--- config.mk ---
export PLATFORM = sky130hd
export DESIGN_NAME = cordic_arcsine_arbiter
export DESIGN_NICKNAME = d
export VERILOG_FILES = /design/src/rtl/cordic_arcsine_arbiter.sv
export SDC_FILE = /design/constraint.sdc
export NUM_CORES = 1
export LEC_CHECK = 0
export BUFFER_PORTS_ARGS = -buffer_cell sky130_fd_sc_hd__buf_2
export CAP_MARGIN = 0
export CORE_ASPECT_RATIO = 1.75
export CORE_MARGIN = 2
export CORE_UTILIZATION = 29
export CTS_CLUSTER_DIAMETER = 100
export DETAILED_ROUTE_END_ITERATION = 8
export PLACE_DENSITY = 0.57
export SLEW_MARGIN = 5
export SYNTH_ARGS = -nofsm -noshare
export SYNTH_HDL_FRONTEND = slang
export SYNTH_SLANG_ARGS = --single-unit
--- constraint.sdc ---
create_clock -name clk -period 2.8 [get_ports clk]
set_clock_uncertainty 0.15 [all_clocks]
set_input_delay 0.14 -clock clk [delete_from_list [all_inputs] [get_ports clk]]
set_output_delay 0.14 -clock clk [all_outputs]
set_load 0.02 [all_outputs]
--- src/rtl/cordic_arcsine_arbiter.sv ---
// cordic_arcsine_arbiter: round-robin two-requester front end for a shared CORDIC arcsine engine with per-job timeout.
// Ports: clk/rst (sync, active-high); req_valid/req_z0/req_z1 in, req_ready accept pulse out;
// rsp_valid/rsp_result/rsp_error/rsp_timeout response out; eng_start/eng_z to engine;
// eng_result/eng_done/eng_error from engine; busy high outside IDLE.
module cordic_arcsine_arbiter #(
  parameter int TIMEOUT = 64
) (
  input  logic        clk,
  input  logic        rst,
  input  logic [1:0]  req_valid,
  input  logic [15:0] req_z0,
  input  logic [15:0] req_z1,
  output logic [1:0]  req_ready,
  output logic [1:0]  rsp_valid,
  output logic [15:0] rsp_result,
  output logic        rsp_error,
  output logic        rsp_timeout,
  output logic        eng_start,
  output logic [15:0] eng_z,
  input  logic [15:0] eng_result,
  input  logic        eng_done,
  input  logic        eng_error,
  output logic        busy
);
  typedef enum logic [1:0] {IDLE, ISSUE, WAIT, RESP} state_t;
  localparam logic [7:0] TLIM = 8'(TIMEOUT - 1);
  state_t      state_q;
  logic        last_q, g_q, error_q, timeout_q, g;
  logic [7:0]  timer_q, timer_d;
  logic [15:0] z_q, result_q;
  // Both pending: the requester not served last wins; otherwise the lone requester.
  assign g         = &req_valid ? ~last_q : req_valid[1];
  assign timer_d   = timer_q + 8'd1;
  assign req_ready = (state_q == IDLE && !rst && |req_valid) ? (g ? 2'b10 : 2'b01) : 2'b00;
  assign rsp_valid = (state_q == RESP) ? (g_q ? 2'b10 : 2'b01) : 2'b00;
  assign eng_start = state_q == ISSUE;
  assign busy      = state_q != IDLE;
  assign eng_z     = z_q;
  assign rsp_result  = result_q;
  assign rsp_error   = error_q;
  assign rsp_timeout = timeout_q;
  always_ff @(posedge clk) begin
    if (rst) begin
      state_q   <= IDLE;
      last_q    <= 1'b1;
      g_q       <= 1'b0;
      timer_q   <= '0;
      z_q       <= '0;
      result_q  <= '0;
      error_q   <= 1'b0;
      timeout_q <= 1'b0;
    end else begin
      case (state_q)
        IDLE: if (|req_valid) begin
          g_q     <= g;
          z_q     <= g ? req_z1 : req_z0;
          state_q <= ISSUE;
        end
        ISSUE: begin
          timer_q <= '0;
          state_q <= WAIT;
        end
        WAIT: begin
          timer_q <= timer_d;
          // A completion flag beats a timer expiry landing in the same cycle.
          if (eng_done || eng_error) begin
            result_q  <= eng_result;
            error_q   <= eng_error;
            timeout_q <= 1'b0;
            state_q   <= RESP;
          end else if (timer_d == TLIM) begin
            result_q  <= '0;
            error_q   <= 1'b1;
            timeout_q <= 1'b1;
            state_q   <= RESP;
          end
        end
        RESP: begin
          last_q  <= g_q;
          state_q <= IDLE;
        end
        default: state_q <= IDLE;
      endcase
    end
  end
endmodule
**Word level (Yosys, flattened, before mapping)**

Cells that the tools add are included.

- Register bits: 46
- Bits of input ports: 54
- Output and inout port bits: 40
- Logic and storage cells: 45

- Add/sub/neg operators: 1
- Eq/ne operators: 6
- Mux-type cells: 16
- Bitwise gates (word level): 1
- Reductions and logical operators: 13

Operators with widths:

| operator | number |
|---|---|
| $mux W16 | 3 |
| $pmux W8 S2 | 1 |
| $mux W2 | 7 |
| $add A8 B1 Y8 const B | 1 |
| $eq A8 B6 Y1 const B | 1 |
| $pmux W2 S4 | 1 |
| $reduce_and A2 Y1 | 4 |
| $reduce_bool A2 Y1 | 3 |
| $eq A2 B2 Y1 const B | 2 |
| $mux W1 | 4 |
| $ne A3 B3 Y1 const B | 1 |
| $eq A2 B1 Y1 const B | 1 |
| $logic_and A1 B1 Y1 | 2 |
| $logic_not A2 Y1 | 1 |
| $ne A2 B1 Y1 const B | 1 |
| $reduce_or A2 Y1 | 1 |
| $logic_not A1 Y1 | 1 |
| $logic_or A1 B1 Y1 | 1 |
| $not A1 Y1 | 1 |

**Longest topological paths before layout**

- Depth after elaboration: 5
- Mapped depth: 8
- Mapped depth without buffers: 7

**Worst setup path before layout**

Ideal clock, no wire load.

- Path kind: flip-flop to flip-flop
- Start: reg timer_q[0]
- End: reg result_q[10] (netlist: rsp_result[10])
- Library setup time: 0.117 ns
- Arrival time: 1.983 ns
- Required time: 2.533 ns
- Path slack: 0.550 ns
- Stages on the path, launching flop included: 9
- Path buffers: 1
- Clock period less this slack: 2.250 ns
- Cell sequence: dfxtp_1 ha_1 and2b_1 nand3b_1 o311a_1 o41ai_2 a21oi_2 buf_6 a22o_1

- Longest elaborated chain between the ends: 4

Ends and longest elaborated chain:

| element | line | text |
|---|---|---|
| start, declared | 29 | `logic [7:0] timer_q, timer_d;` |
| start signal, assigned | 64 | `timer_q <= timer_d;` |
| $add A8 B1 Y8 | 33 | `assign timer_d = timer_q + 8'd1;` |
| $eq A8 B6 Y1 | 71 | `end else if (timer_d == TLIM) begin` |
| $reduce_bool A2 Y1 (no line) | n/a |  |
| $reduce_and A2 Y1 (no line) | n/a |  |
| end signal, assigned | 67 | `result_q <= eng_result;` |
| end, declared | 30 | `logic [15:0] z_q, result_q;` |

Every way passes these cells.
A chain may end at the register's enable or synchronous reset.

**Final worst setup path**

- Start: reg timer_q[0]
- End: reg result_q[3] (netlist: rsp_result[3])

The elaborated chain is that of the path after synthesis.

==> flow_summary.ini <==
[layout]
nNetsFinal = 384
area_delta_synth_final_pct = 41.33
layout.cells.non_filler = 409
diodes = 0
post-route-util_pct = 42.12
drive_above_1_share_pct = 35.69

[logic_synthesis]
ys_types = 37
synth_area_mm2 = 0.002043
synth_top_area_share_pct = 45.07
ys_top_cells_by_area = dfxtp_1, mux2i_1, a211oi_1
netlist_instances = 220
ys_seq_area_share_pct = 45.07
synthesis.nets = 280
synth_ff_type = dfxtp_1
yosysWarnings = 0
synth_edf_count = 0
synth_seq_cells = 46
syn_avg_cell_area_um2 = 9.287
synth_top_area_cell = dfxtp_1
ys_async_sr_fraction_pct = 0

[die]
die-area_mm2 = 0.007759
die_w_um = 67.45
io_pins = 94
num_rows = 40
core_area_mm2 = 0.006857
start_util_pct = 29.80
die_h_um = 115.0

[cts]
cts_made_buffers = 5
worstSkewPairLatency_ns = 0.29
cts.clk_slew.worst_paths_ns = 0.07
cts_setup_buffers = 0
cts.sinks = 46
cts_tree = done
clockBufferDepth = 2
cts-root-buf = clkbuf_16
cts-htree-levels = 2

[power_and_ir_drop]
p_leak_nw = 1.295
cellPowerDensity_mw_per_mm2 = 826.5
p_total_mw = 2.387
ir_drop_v = 0.0004591

[place]
gp_congestion = 0.8017
dpl.hpwl_um = 3748
io_buffers = 93
dp_cells = 385

[detailed_routing]
num_vias = 1981
wl_per_cell_um = 12.75
drt_first_pass_iters = 4
drt_iter0_drc = 83
drc = 0
avgViaCountPerCell = 4.844
drt.antenna.violating_nets = 0
routed_wl_um = 5215

[setup_path]
critPathMaxFanout = 16
cp-end-kind = flip-flop
cp.required_ns = 2.83
path_cells = ha_1, and2b_1, nand3b_1, o311a_1, o41ai_2, a21oi_2, a22o_2
ff2ff_setup_slack_ns = 0.35
max_stage_delay_ns = 0.40
cp.arrival_ns = 2.48
start_kind = flip-flop
crit_type = reg2reg
cp_slowest_cell = o41ai_2

[grt]
grt_max_degree = 36
gr-total-overflow = 0
grt_pass1_vias = 1958
grt_pass1_wl_um = 8438
grt_use_total_pct = 14.19
antenna_found_initial = 0

[timing]
setup_viol = 0
fin_crit_sh_pct = 87.42
slew_viol_final = 0
grt_setup_unrepaired = no
max_slew_margin_pct = 54.11
worst_slew_pin_slew_ns = 0.6883
finalHoldViolCount = 0
period_needed_ns = 2.448
setup-tns-final_ns = 0
fmax_ghz = 0.4085

[min_path]
hold_class = in2reg

[run]
cap_violations = 0

[outcome]
outcome = complete, no violations
through the flow:
| stage | worst slack (ns) | cell area [µm²] | hold WS, ns |
|---|---|---|---|
| 3_5_place_dp | 0.3741 | 2579 | 0.2109 |
| 5_1_grt | 0.1078 | 2888 | 0.05183 |
| 6_report | 0.3523 | 2888 | 0.03529 |
| 4_1_cts | 0.3624 | 2888 | 0.03329 |
| 3_3_place_gp | 0.4126 | 2579 | 0.2109 |
| 2_1_floorplan | 0.5502 | 2043 | 0.1229 |
critical path: cells and delay by family (launching register included):
family,cells,cell delay (ns)
compound gates,4,1.27
fa+ha+maj,1,0.26
flops,1,0.35
simple gates,2,0.31
cell families after synthesis:
kind of cell    synth area share, %
compound gates                21.62
simple gates                  15.00
xor+xnor                      1.286
mux                           8.328
buf+inv                       5.022
fa+ha+maj                     3.674
flops                         45.07
cell usage after synthesis (2+ instances only):
cell type and count:
dfxtp_1 46, a21boi_0 2, nor3_1 6, a22o_1 10
nor4_1 2, mux2i_1 17, a211oi_1 16, a21oi_1 9
a22o_2 6, clkbuf_1 10, a31oi_1 2, nor2_1 27
xor2_1 2, ha_1 6, o21ai_0 3, nand2_1 16
a221oi_1 2, nand3_1 6, inv_1 9, nor3b_1 2
buf_2 4, nand2b_1 2
metal layers:
layer / vias up / wire, µm / track usage, %
met4: 0 / 159 / 7.755
met1: 894 / 2030 / 15.16
met5: - / 0 / 0
li1: 995 / - / -
met2: 79 / 2721 / 25.02
met3: 13 / 304 / 3.229
path summary, 6_finish.rpt:
path,start,to,cells past startpoint
max,timer_q[0],rsp_result[3],7
min,req_z0[11],eng_z[11],3
min reg2reg,g_q,g_q,2
max reg2reg,timer_q[0],rsp_result[3],7
cells in the final DEF, fill, tap and decap left out, types with 6 or more instances in the layout:
| cell type | count |
|---|---|
| nand2_1 | 16 |
| nor2_1 | 26 |
| a21oi_1 | 9 |
| ha_1 | 6 |
| a22o_2 | 6 |
| a211oi_1 | 16 |
| a22o_1 | 10 |
| dlygate4sd3_1 | 16 |
| inv_1 | 9 |
| nand3_1 | 6 |
| dfxtp_1 | 46 |
| buf_2 | 93 |
| mux2i_1 | 17 |
cell type report:
cell class / count / area (µm²)
clock inverters: 3 / 23.77
well taps: 84 / 105.1
flip-flops and latches: 46 / 920.9
clock buffers: 5 / 125.1
inverters: 9 / 33.78
repair buffers: 112 / 648.1
fillers: 672 / 3969
multi-input cells: 150 / 1031
what timing repair did:
action / CTS / global route
hold endpoints to repair: 16 / 0
hold buffers: 16 / 0
gates resized for setup: 0 / 0
sequential cells by signal, indices dropped and copies added, names as in the netlist:
signal,cells
last_q,1
rsp_timeout,1
timer_q,8
g_q,1
state_q,2
eng_z,16
rsp_error,1
rsp_result,16
power by group:
| part | leakage (nW) | switching [mW] | internal (mW) |
|---|---|---|---|
| clock | 0.0664 | 0.261 | 0.334 |
| sequential | 0.376 | 0.0775 | 0.795 |
| combinational | 0.853 | 0.586 | 0.334 |
(Power assumes the default switching activity.)
